$ cat src/rtl/fifo_pkg.sv
// Shared constants and types for the dual-clock FIFO and its read-side stream adapter.
package fifo_pkg;

    localparam int DSIZE_DEFAULT = 8;
    localparam int ASIZE_DEFAULT = 4;

    typedef logic [DSIZE_DEFAULT-1:0] data_t;

    // Occupancy of the 2-entry output buffer (0..2)
    typedef logic [1:0] cnt_t;
    localparam cnt_t SKID_DEPTH = 2'd2;

endpackage

$ cat src/rtl/fifo_rd_skid2.sv
// Two-entry FIFO buffer absorbing the FIFO read latency; head is forced to 0 while empty.
module fifo_rd_skid2
    import fifo_pkg::*;
#(
    parameter int DSIZE = DSIZE_DEFAULT
) (
    input  logic             clk,
    input  logic             rst_n,
    input  logic             wr_en,
    input  logic [DSIZE-1:0] wr_data,
    input  logic             rd_en,
    output cnt_t             count,
    output logic [DSIZE-1:0] head
);

    logic [DSIZE-1:0] mem_p1 [2];
    logic             wr_ptr;
    logic             rd_ptr;

    always_ff @(posedge clk or negedge rst_n) begin
        if (!rst_n) begin
            wr_ptr <= 1'b0;
            rd_ptr <= 1'b0;
            count  <= '0;
        end else begin
            if (wr_en) wr_ptr <= ~wr_ptr;
            if (rd_en) rd_ptr <= ~rd_ptr;
            count <= count + cnt_t'(wr_en) - cnt_t'(rd_en);
        end
    end

    // Storage carries data only; occupancy lives in count
    always_ff @(posedge clk) begin
        if (wr_en) mem_p1[wr_ptr] <= wr_data;
    end

    assign head = (count != '0) ? mem_p1[rd_ptr] : '0;

endmodule

$ cat src/rtl/fifo_rd_stream.sv
// FIFO read-domain consumer: pops the FIFO, hides its 1-cycle latency, emits a valid/ready stream.
// Optional FIFO_RD_STREAM_STATS_EN adds saturating word_cnt / stall_cnt outputs.
module fifo_rd_stream
    import fifo_pkg::*;
#(
    parameter int DSIZE = DSIZE_DEFAULT
) (
    input  logic             rclk,
    input  logic             rrst_n,
    input  logic             rempty,
    input  logic [DSIZE-1:0] rdata,
    output logic             rinc,
    output logic             m_valid,
    input  logic             m_ready,
    output logic [DSIZE-1:0] m_data
`ifdef FIFO_RD_STREAM_STATS_EN
    ,
    output logic [15:0]      word_cnt,
    output logic [15:0]      stall_cnt
`endif
);

    cnt_t             count;
    logic             inflight_p1;
    logic             pop_out;
    logic [2:0]       occ_next;
    logic [DSIZE-1:0] head_data;

    assign pop_out  = m_valid && m_ready;
    // Occupancy after this edge, before counting a new pop; buffer plus the word in flight
    assign occ_next = {1'b0, count} + {2'b00, inflight_p1} - {2'b00, pop_out};
    assign rinc     = rrst_n && !rempty && (occ_next < {1'b0, SKID_DEPTH});

    // Stage p1: the FIFO presents rdata one cycle after the pop
    always_ff @(posedge rclk or negedge rrst_n) begin
        if (!rrst_n) inflight_p1 <= 1'b0;
        else         inflight_p1 <= rinc;
    end

    fifo_rd_skid2 #(
        .DSIZE (DSIZE)
    ) u_skid (
        .clk     (rclk),
        .rst_n   (rrst_n),
        .wr_en   (inflight_p1),
        .wr_data (rdata),
        .rd_en   (pop_out),
        .count   (count),
        .head    (head_data)
    );

    assign m_valid = (count != '0);
    assign m_data  = head_data;

`ifdef FIFO_RD_STREAM_STATS_EN
    function automatic logic [15:0] sat_inc16(input logic [15:0] v, input logic en);
        return (en && (v != 16'hFFFF)) ? v + 16'd1 : v;
    endfunction

    always_ff @(posedge rclk or negedge rrst_n) begin
        if (!rrst_n) begin
            word_cnt  <= '0;
            stall_cnt <= '0;
        end else begin
            word_cnt  <= sat_inc16(word_cnt, pop_out);
            stall_cnt <= sat_inc16(stall_cnt, m_valid && !m_ready);
        end
    end
`endif

endmodule

$ cat config.mk
export PLATFORM = sky130hd
export DESIGN_NAME = fifo_rd_stream
export DESIGN_NICKNAME = d
export VERILOG_FILES = /design/src/rtl/fifo_pkg.sv /design/src/rtl/fifo_rd_skid2.sv /design/src/rtl/fifo_rd_stream.sv
export SDC_FILE = /design/constraint.sdc
export NUM_CORES = 1
export LEC_CHECK = 0
export ABC_AREA = 1
export CORE_MARGIN = 10
export CORE_UTILIZATION = 50
export CTS_CLUSTER_SIZE = 12
export DETAILED_ROUTE_END_ITERATION = 8
export PLACE_DENSITY = 0.86
export SLEW_MARGIN = 20
export SYNTH_ARGS = -nofsm -noshare
export SYNTH_HDL_FRONTEND = slang
export SYNTH_SLANG_ARGS = --single-unit
export TNS_END_PERCENT = 1
$ cat constraint.sdc
create_clock -name rclk -period 5.6 [get_ports rclk]
set_clock_uncertainty 0.1 [all_clocks]
set_input_delay 0.84 -clock rclk [delete_from_list [all_inputs] [get_ports rclk]]
set_output_delay 0.84 -clock rclk [all_outputs]
set_load 0.02 [all_outputs]
# [Yosys cells after proc, flatten, opt, wreduce, memory -nomap -nowiden]
# Memories as Yosys holds them, arrays and structs flattened.
# Index checks and enable logic that the tools add are counted.
[totals] regBits=5 ram_bits=16 inputBits=12 out_inout_bits=10 elab_cells=20 memories=1
[memory_table] name="u_skid.mem_p1" depth=2 word_bits=8 rd=1 rd_ports_with_merged_regs=0 wr=1 line_no="fifo_rd_skid2.sv:16" rtl="logic [DSIZE-1:0] mem_p1 [2];"
[classes] addsub=4 magnitude_cmp=1 mux=3 n_bitwise=2 n_reduce_logical=5
[op_table] operator="8-bit two-way mux" count=1
[op_table] operator="2-bit by 1-bit adder with 3-bit output" count=1
[op_table] operator="1-bit logical AND" count=3
[op_table] operator="3-bit by 2-bit less-than comparator with 1-bit output, second input constant" count=1
[op_table] operator="3-bit by 1-bit subtractor with 3-bit output" count=1
[op_table] operator="2-bit by 1-bit adder with 2-bit output" count=1
[op_table] operator="1-bit two-way mux" count=2
[op_table] operator="1-bit NOT" count=2
[op_table] operator="2-bit nonzero test" count=1
[op_table] operator="2-bit by 1-bit subtractor with 2-bit output" count=1
[op_table] operator="1-bit zero test" count=1

# [Logic depth before layout (Yosys ltp)]
# Gate-level depths: netlist of run 1.
[logic_depth] depth_word=5 depth_mapped=9 mapped_depth_nobuf=9

# [Modules after synthesis]
# Synthesis of run 1 repeated with hierarchy kept, for this count alone.
[hier_totals] hier_cells=81 hier_area_um2=922.1
[modules_own_cells] module="fifo_rd_skid2" n_inst=1 cells_per_inst=65 area_each_um2=803.3 seq_area_each_um2=580.6
[modules_own_cells] module="fifo_rd_stream" n_inst=1 cells_per_inst=16 area_each_um2=118.9 seq_area_each_um2=25.0

# [Worst setup path before layout of run 1]
# Ideal clock, no wire load.
[synth_path] path_kind="input -> output" startpoint="input m_ready" endpoint="output rinc" arrival_time_ns=2.341 required_ns=4.660 path_slack_ns=2.319 stages=9 n_path_buf=0 cell_sequence="o21ai_0 > inv_1 > ha_1 > inv_1 > ha_1 > fa_1 > inv_1 > nand3b_1 > nor2_1"
[synth_between] elab_chain_cells=4
[synth_rtl] item="from (decl)" line_no="fifo_rd_stream.sv:14" rtl="input logic m_ready,"
[synth_rtl] item="1-bit logical AND" line_no="fifo_rd_stream.sv:29" rtl="assign pop_out = m_valid && m_ready;"
[synth_rtl] item="net pop_out" line_no="fifo_rd_stream.sv:25" rtl="logic pop_out;"
[synth_rtl] item="3-bit by 1-bit subtractor with 3-bit output" line_no="fifo_rd_stream.sv:31" rtl="assign occ_next = {1'b0, count} + {2'b00, inflight_p1} - {2'b00, pop_out};"
[synth_rtl] item="net occ_next[1]" line_no="fifo_rd_stream.sv:26" rtl="logic [2:0] occ_next;"
[synth_rtl] item="3-bit by 2-bit less-than comparator with 1-bit output" line_no="fifo_rd_stream.sv:32" rtl="assign rinc = rrst_n && !rempty && (occ_next < {1'b0, SKID_DEPTH});"
[synth_rtl] item="1-bit logical AND" line_no="fifo_rd_stream.sv:32"
[synth_rtl] item="to (decl)" line_no="fifo_rd_stream.sv:12" rtl="output logic rinc,"
# The timed path passes the listed nets, and every way through them passes these cells.

# [Worst setup path after layout of run 1]
# Ends and elaborated chain as after synthesis.

==> impl_metrics.json, run 1 <==
{
  "cts_resized": 0,
  "fin_tns_setup_ns": 0,
  "syn_area_um2": 900,
  "synth.ff_latch_count": 21,
  "worstSkewPairLatency_ns": 0.29,
  "post_cts.repair.setup_buffers": 0,
  "netSwitchingFraction": 0.400,
  "yosysTopAreaCell": "edfxtp_1",
  "cts_root_buf": "clkbuf_4",
  "grt_pass1_vias": 654,
  "cts-buffers-inserted": 3,
  "hold_depth": 1,
  "routedWlPerCell_um": 14.7,
  "grt_overflow_total": 0,
  "cts_tree": "built",
  "synth-seq-area-share": 0.673,
  "final_cell_mix": "21 x clkdlybuf4s50_1, 19 x nand2_1, 16 x edfxtp_1, 8 x a21oi_2, 7 x inv_1",
  "post-route-period-util": 0.771,
  "dieArea_um2": 3900,
  "synth.top_cell.area_share": 0.534,
  "pwr-share-seq": 0.385,
  "clock_sink_count": 21,
  "final_area_um2": 1160,
  "switchingPower_uw": 237,
  "rows": 15,
  "drt-pass1-iter-count": 4,
  "n_fill_cell": 128,
  "grt_pass1_wl_um": 2880,
  "setup_slack_ns": 1.28,
  "syn_to_final_growth_pct": 28.5,
  "maxCapViolations": 0,
  "combPwrFrac": 0.496,
  "cts_max_level": 1,
  "hp-class": "flip-flop to flip-flop",
  "place_area_um2": 1130,
  "synth_top_cells_by_area": "edfxtp_1 53%, dfrtp_1 14%, nand2_1 7.9%, a21oi_2 7.8%, inv_1 2.9%",
  "fin_cells": 119,
  "p_leak_nw": 0.456,
  "io_buffers": 21,
  "endpoint_kind": "output port",
  "die_h_um": 62.4,
  "drt-total-wl_um": 1750,
  "layout-drive-gt1-share": 0.160,
  "clock_path_buffers": 2,
  "drv_slew": 0,
  "final_common_cell": "clkdlybuf4s50_1",
  "ios": 22,
  "avgSynthCellArea_um2": 12.9,
  "p_clk_frac": 0.119,
  "post-dp-hpwl_um": 1380,
  "grt_max_degree": 12,
  "core-area_um2": 1710,
  "antenna_found_initial": 0,
  "timing.rr.start": "u_skid.count[1]",
  "cp_max_fo": 2,
  "initial_utilization": 0.527,
  "reg2reg_to": "inflight_p1",
  "p_per_area_nw_per_um2": 512,
  "holdCritStartpoint": "u_skid.wr_ptr",
  "multiInputGateArea_um2": 240,
  "diodes": 0,
  "min_to": "u_skid.wr_ptr",
  "vias": 562,
  "rsz0062_at_grt": "no",
  "viasPerCell": 4.72,
  "cts_hold_buf": 0,
  "startpoint_type": "input pin",
  "place_inst": 115,
  "dp_slack_ns": 1.28,
  "drc": 0,
  "place_congestion": 0.715,
  "p_int_uw": 355,
  "maxSlewHeadroom": 0.544,
  "seqCellArea_um2": 606,
  "drt_iter0_markers": 11,
  "die_x_um": 62.4,
  "rr_worst_depth": 9,
  "synthCells": 70,
  "fin_crit_ns": 4.32,
  "fin_util": 0.677,
  "fin_nets": 110,
  "outcome": "complete, no violations",
  "detail-route-antenna-nets": 0,
  "crit_type": "input pin to output port",
  "tightest_slew_ns": 0.681,
  "peakVddDrop_mv": 0.363,
  "hold_viol_final": 0,
  "synth_cell_types": 17,
  "fmax_mhz": 231,
  "grt_usage": 0.0932,
  "setup_viol": 0,
  "reg2reg_slack_ns": 3.41,
  "syn_nets": 85,
  "crit_arrival_ns": 3.38,
  "cts.clk_slew.worst_paths_ns": 0.11,
  "yosysWarningCount": 0,
  "worst_ep_required_time_ns": 4.66
}
-- state kept, by name, summed over array words and instances (netlist names) --
register and flops:
u_skid.wr_ptr 1, u_skid.mem_p1 16, u_skid.rd_ptr 1, inflight_p1 1, u_skid.count 2
-- worst max-delay path by stage --
stage / from / endpoint / slack (ns) / depth (start not counted)
4_1_cts: m_ready / rinc / 1.27 / 11
3_5_place_dp: m_ready / rinc / 1.28 / 11
6_report: m_ready / rinc / 1.28 / 11
3_3_place_gp: m_ready / rinc / 1.40 / 11
5_1_grt: m_ready / rinc / 1.14 / 11
2_1_floorplan: m_ready / rinc / 2.32 / 9
-- cells by family after synthesis --
| kind of cell | after synthesis | synth area share |
|---|---|---|
| AO/OA/AOI/OAI | 9 | 0.0834 |
| XOR/XNOR | 2 | 0.0195 |
| adder cells (fa/ha/maj) | 3 | 0.0501 |
| buffers and inverters | 11 | 0.0598 |
| flip-flops | 21 | 0.673 |
| AND/OR/NAND/NOR | 24 | 0.114 |
-- critical path: stages --
cell and delay [ns]:
clkdlybuf4s50_1 0.43, o21ai_0 0.11, inv_1 0.07, ha_1 0.28, inv_1 0.04, ha_1 0.19, fa_1 0.48, inv_1 0.08
nand3b_1 0.08, nor2_1 0.15, clkdlybuf4s50_1 0.62
-- stage by stage --
stage	hold slack [ns]	power, mW
after floorplan	0.363	0.412
after global placement	0.378	0.510
after detailed placement	0.382	0.529
after CTS	0.401	0.599
after global routing	0.423	0.634
final	0.404	0.592
-- routing by layer --
| layer | GRT usage | vias up | wire length, um | part of all wire |
|---|---|---|---|---|
| met4 | 0.0587 | 0 | 57 | 0.033 |
| met1 | 0.0843 | 259 | 660 | 0.38 |
| met2 | 0.174 | 16 | 952 | 0.54 |
| met3 | 0.0287 | 6 | 77 | 0.044 |
| met5 | 0 | - | 0 | 0 |
| li1 | - | 281 | - | - |
-- power groups by stage --
stage | clock network (mW) | registers, mW | logic (mW)
finish | 0.0703 | 0.228 | 0.294
global placement | 0 | 0.230 | 0.280
global route | 0.0802 | 0.233 | 0.320
CTS | 0.0718 | 0.228 | 0.299
detailed placement | 0 | 0.232 | 0.297
floorplan | 0 | 0.217 | 0.195
-- area by class of cell --
cell class                      instances  share of cell area
Timing Repair Buffer                   21               0.182
Multi-Input combinational cell         38               0.208
Tap cell                               25              0.0271
Clock buffer                            4              0.0227
Sequential cell                        21               0.524
Inverter                               10              0.0368
-- synth_stat cells (all sizes together) --
| cell type | number |
|---|---|
| nand2 | 20 |
| ha | 2 |
| dfrtp | 5 |
| a21oi | 8 |
| nand3 | 1 |
| buf | 1 |
| nor2 | 2 |
| xor2 | 1 |
| fa | 1 |
| o21ai | 1 |
| xnor2 | 1 |
| inv | 10 |
| edfxtp | 16 |
| nand3b | 1 |
Note: power is estimated with default switching activity, not from simulation.
==> run 2, diff against run 1 <==
CORE_UTILIZATION = 42   (was 50)
PLACE_DENSITY = 0.77   (was 0.86)
clock period = 3.7 ns   (was 5.6 ns; I/O delays follow)
==> run 2 against run 1 <==
  * Worst hold slack got worse by 0.025 ns
  * Setup slack got worse by 1.1 ns
  * Sequential share of layout area is 0.057 points lower
  * Die area up 13%
  * Cell count increased by 1.7%
  * Sequential cell count unchanged
  * Non-clock buffer count unchanged
  * Global-route usage decreased by 0.99 points
  * Count of clock-buffer cells in the layout unchanged
  * Critical endpoint unchanged
  * Largest cell class unchanged
  * Highest routed layer unchanged
==> impl_metrics.json, run 2 (synthesis results as in run 1) <==
{
  "outcome": "complete, no violations",
  "cpPeakStageDelay_ns": 0.45,
  "cts_tree": "built",
  "cts.clk_slew.worst_paths_ns": 0.11,
  "hp-class": "input pin to async pin",
  "viasPerCell": 4.70,
  "post-dp-hpwl_um": 1290,
  "syn_to_final_growth_pct": 28.7,
  "dieArea_um2": 4390,
  "combPwrFrac": 0.486,
  "post_cts.repair.setup_buffers": 0,
  "cts_root_buf": "clkbuf_4",
  "grt_usage": 0.0833,
  "clock_path_buffers": 2,
  "cts-buffers-inserted": 3,
  "peakVddDrop_mv": 0.395,
  "initial_utilization": 0.449,
  "regMostFlops": "u_skid.mem_p1",
  "pwr-share-seq": 0.393,
  "crit_family": "buffers and inverters",
  "place_inst": 117,
  "fin_nets": 110,
  "grt_pass1_vias": 636,
  "drt-total-wl_um": 1700,
  "crit_type": "input pin to output port",
  "drc": 0,
  "crit_arrival_ns": 2.82,
  "slowest_stage": "fa_1",
  "grt_pass1_wl_um": 2760,
  "worstPathCellList": "clkdlybuf4s50_1, o21ai_0, inv_1, ha_1, inv_1, ha_1, fa_1, inv_1, nand3b_1, nor2_1, dlygate4sd2_1",
  "timing.rr.start": "u_skid.count[1]",
  "startpoint_type": "input pin",
  "p_clk_frac": 0.121,
  "fmax_mhz": 288,
  "crit_buf_inv": 5,
  "grt_overflow_total": 0,
  "cp_max_fo": 2,
  "tightest_slew_ns": 0.661,
  "largest_reg_flops": 16,
  "detail-route-antenna-nets": 0,
  "fin_cells": 121,
  "rows": 16,
  "antenna_found_initial": 0,
  "cts_max_level": 1,
  "diodes": 0,
  "endpoint_kind": "output port",
  "rsz0062_at_grt": "no",
  "routedWlPerCell_um": 14.0,
  "worst_ep_required_time_ns": 3.04,
  "fin_crit_ns": 3.47,
  "post-route-period-util": 0.939,
  "p_int_uw": 533,
  "drt-pass1-iter-count": 3,
  "drv_slew": 0,
  "drt_iter0_markers": 13,
  "place_congestion": 0.671,
  "grt_max_degree": 12,
  "io_buffers": 21,
  "fin_util": 0.578,
  "die_x_um": 66.3,
  "p_leak_nw": 0.460,
  "switchingPower_uw": 349,
  "vias": 569,
  "die_h_um": 66.3,
  "maxCapViolations": 0,
  "core-area_um2": 2000,
  "p_per_area_nw_per_um2": 762,
  "layout-drive-gt1-share": 0.160,
  "startpoint": "m_ready",
  "top_regs": "u_skid.mem_p1: 16 flops, u_skid.count: 2 flops",
  "clock_sink_count": 21,
  "final_cell_mix": "20 x clkdlybuf4s50_1, 19 x nand2_1, 16 x edfxtp_1, 8 x a21oi_2, 7 x inv_1",
  "netSwitchingFraction": 0.396,
  "n_fill_cell": 174,
  "seqCellArea_um2": 606,
  "worstSkewPairLatency_ns": 0.30,
  "maxSlewHeadroom": 0.558,
  "multiInputGateArea_um2": 240,
  "setup_viol": 0,
  "worst_path_most_repeated_cell": "inv_1",
  "p_total_uw": 882,
  "final_common_cell": "clkdlybuf4s50_1",
  "ios": 22,
  "hold_viol_final": 0
}
-- run 2: cell types whose count changed in the layout (fill, tap and decap cells not counted), sizes merged --
cell           before  now
clkdlybuf4s50      21   20
dlygate4sd2         0    1
-- run 2: what timing repair did --
action | in CTS | in global routing
hold buffers | 0 | 0
endpoints found under the hold margin | 0 | 0
endpoints found under the setup margin | 1 | 0
gates resized for setup | 1 | 0
-- run 2: area by class of cell --
cell class	instances	share of cell area
inverter	10	0.0368
clock buffer	4	0.0227
timing repair buffer	21	0.181
multi-input combinational	38	0.208
sequential	21	0.523
tap	27	0.0292
-- run 2: per-layer routing --
layer	GRT usage	wire length (um)	vias up
met4	0.0628	47	0
met2	0.153	944	11
met5	0	0	-
met1	0.0776	635	277
li1	-	-	277
met3	0.0186	67	4
-- run 2: power groups by stage --
stage	Combinational [mW]	Clock (mW)	Sequential [mW]
2_1_floorplan	0.295	0	0.329
3_3_place_gp	0.426	0	0.348
3_5_place_dp	0.439	0	0.351
4_1_cts	0.439	0.109	0.345
5_1_grt	0.471	0.117	0.351
6_report	0.429	0.107	0.346
-- run 2: metrics by stage --
step / TNS (ns) / setup WS (ns) / area (um^2) / hold slack [ns]
after detailed placement: -0.0456 / -0.0456 / 1130 / 0.385
after floorplan: 0 / 0.989 / 900 / 0.159
after CTS: 0 / 0.187 / 1160 / 0.387
after global routing: 0 / 0.0713 / 1160 / 0.394
final: 0 / 0.226 / 1160 / 0.379
after global placement: 0 / 0.0179 / 1130 / 0.377
-- run 2: final timing paths --
check,slack (ns),cells past startpoint,to
min in group rclk,0.40,1,u_skid.wr_ptr
hold / removal,0.38,1,u_skid.count[0]
max in group asynchronous,2.91,1,u_skid.count[1]
setup reg to reg,1.47,9,inflight_p1
setup / recovery,0.23,11,rinc
hold reg to reg,0.40,1,u_skid.wr_ptr
==> run 3, diff against run 2 <==
CORE_UTILIZATION = 53   (was 42)
DONT_BUFFER_PORTS = 1   (was unset)
PLACE_DENSITY = 0.76   (was 0.77)
==> run 3 against run 2 <==
  * Largest power group is now sequential cells
  * Largest cell class unchanged
  * Worst hold slack lost 0.14 ns
  * Critical path depth is 2 lower
  * Non-clock buffer count is 20 lower
  * First-iteration DRC count fell by 46%
  * Setup slack improved by 0.32 ns
==> impl_metrics.json, run 3 (synthesis results as in run 1) <==
{
  "outcome": "complete, no violations",
  "post-dp-hpwl_um": 1180,
  "drv_slew": 0,
  "endpoint_kind": "output port",
  "grt_pass1_wl_um": 2560,
  "post-route-period-util": 0.853,
  "fin_cells": 90,
  "diodes": 0,
  "crit_type": "flip-flop to output port",
  "cp_max_fo": 3,
  "p_per_area_nw_per_um2": 817,
  "core-area_um2": 1560,
  "tightest_slew_ns": 0.673,
  "timing.rr.start": "u_skid.count[1]",
  "ios": 22,
  "hold_depth": 0,
  "clock_path_buffers": 2,
  "hp-class": "input pin to flip-flop",
  "peakVddDrop_mv": 0.400,
  "cpPeakStageDelay_ns": 0.44,
  "initial_utilization": 0.577,
  "grt_usage": 0.0992,
  "multiInputGateArea_um2": 240,
  "drt-total-wl_um": 1620,
  "largest_reg_flops": 16,
  "final_cell_mix": "19 x nand2_1, 16 x edfxtp_1, 8 x a21oi_2, 7 x inv_1, 5 x dfrtp_1",
  "antenna_found_initial": 0,
  "fin_tns_setup_ns": 0,
  "setup_viol": 0,
  "worst_ep_required_time_ns": 3.04,
  "layout-drive-gt1-share": 0.203,
  "startpoint_type": "flip-flop",
  "die_x_um": 61.2,
  "holdCritStartpoint": "rdata[7]",
  "clock_sink_count": 21,
  "reg2reg_to": "inflight_p1",
  "hold_viol_final": 0,
  "worst_path_most_repeated_cell": "inv_1",
  "seqCellArea_um2": 606,
  "rsz0062_at_grt": "no",
  "grt_max_degree": 12,
  "cts_root_buf": "clkbuf_4",
  "cts_tree": "built",
  "dieArea_um2": 3750,
  "place_congestion": 0.809,
  "fmax_mhz": 317,
  "detail-route-antenna-nets": 0,
  "fin_crit_ns": 3.16,
  "syn_to_final_growth_pct": 5.01,
  "fin_nets": 90,
  "top_regs": "u_skid.mem_p1: 16 flops, u_skid.count: 2 flops",
  "die_h_um": 61.2,
  "place_inst": 85,
  "vias": 481,
  "drt-pass1-iter-count": 4,
  "cts_resized": 0,
  "worstSkewPairLatency_ns": 0.30,
  "p_leak_nw": 0.379,
  "crit_arrival_ns": 2.50,
  "rr_worst_depth": 9,
  "cts_max_level": 1,
  "min_to": "u_skid.mem_p1[0][7]",
  "slowest_stage": "dfrtp_1",
  "worstPathCellList": "o21ai_0, inv_1, ha_1, inv_1, ha_1, fa_1, inv_1, nand3b_1, nor2_1",
  "maxSlewHeadroom": 0.549,
  "cts.clk_slew.worst_paths_ns": 0.11,
  "drt_iter0_markers": 7,
  "grt_overflow_total": 0,
  "final_common_cell": "nand2_1",
  "grt_pass1_vias": 546,
  "n_fill_cell": 117,
  "reg2reg_slack_ns": 1.26,
  "cts-buffers-inserted": 3,
  "post_cts.repair.setup_buffers": 0,
  "cts_hold_buf": 1,
  "regMostFlops": "u_skid.mem_p1",
  "viasPerCell": 5.34,
  "routedWlPerCell_um": 18.0,
  "maxCapViolations": 0,
  "drc": 0,
  "rows": 14,
  "io_buffers": 0
}
## run 3: cell count changes in the layout (fill, tap and decap cells not counted), sizes merged
cell           delta
dlygate4sd3       +1
dlygate4sd2       -1
clkdlybuf4s50    -20
## run 3: worst max-delay path by stage
stage / startpoint / to / slack (ns) / depth (start not counted)
2_1_floorplan: m_ready / rinc / 0.99 / 9
3_3_place_gp: m_ready / rinc / 0.91 / 9
3_5_place_dp: m_ready / rinc / 0.82 / 9
4_1_cts: u_skid.count[1] / rinc / 0.51 / 9
5_1_grt: u_skid.count[1] / rinc / 0.35 / 9
6_report: u_skid.count[1] / rinc / 0.54 / 9
## run 3: routing by layer
metal  global-route usage  up-vias  routed length (um)
li1                     -      239                   -
met3               0.0535        2                 172
met4               0.0586        0                  14
met2                0.173       15                 868
met5                    0        -                   0
met1               0.0890      225                 563
## run 3: worst max-delay path, delay by kind of cell (launching register included)
kind                     cells  cell delay [ns]
buffers and inverters        3             0.17
adder cells (fa/ha/maj)      3             0.90
AO/OA/AOI/OAI                1             0.22
AND/OR/NAND/NOR              2             0.45
flip-flops                   1             0.44
## run 3: per-stage QoR
step           utilization  area, um^2  hold WS, ns  setup slack [ns]  total power [mW]
2_1_floorplan            -         900        0.159             0.989             0.624
3_3_place_gp         0.583         908        0.160             0.914             0.656
3_5_place_dp         0.583         908        0.160             0.823             0.670
4_1_cts              0.606         945        0.230             0.505             0.778
5_1_grt              0.606         945        0.211             0.347             0.831
6_report             0.606         945        0.241             0.544             0.772
## run 3: final cells by class
class                      count  share of cell area
sequential                    21               0.641
tap                           16              0.0212
clock buffer                   4              0.0278
timing repair buffer           1              0.0106
multi-input combinational     38               0.254
inverter                      10              0.0450
## run 3: where the power goes
group / switching (mW) / internal, mW / total (mW)
Clock: 0.0649 / 0.0420 / 0.107
Sequential: 0.0422 / 0.304 / 0.347
Combinational: 0.232 / 0.0868 / 0.318
Total: 0.339 / 0.433 / 0.772
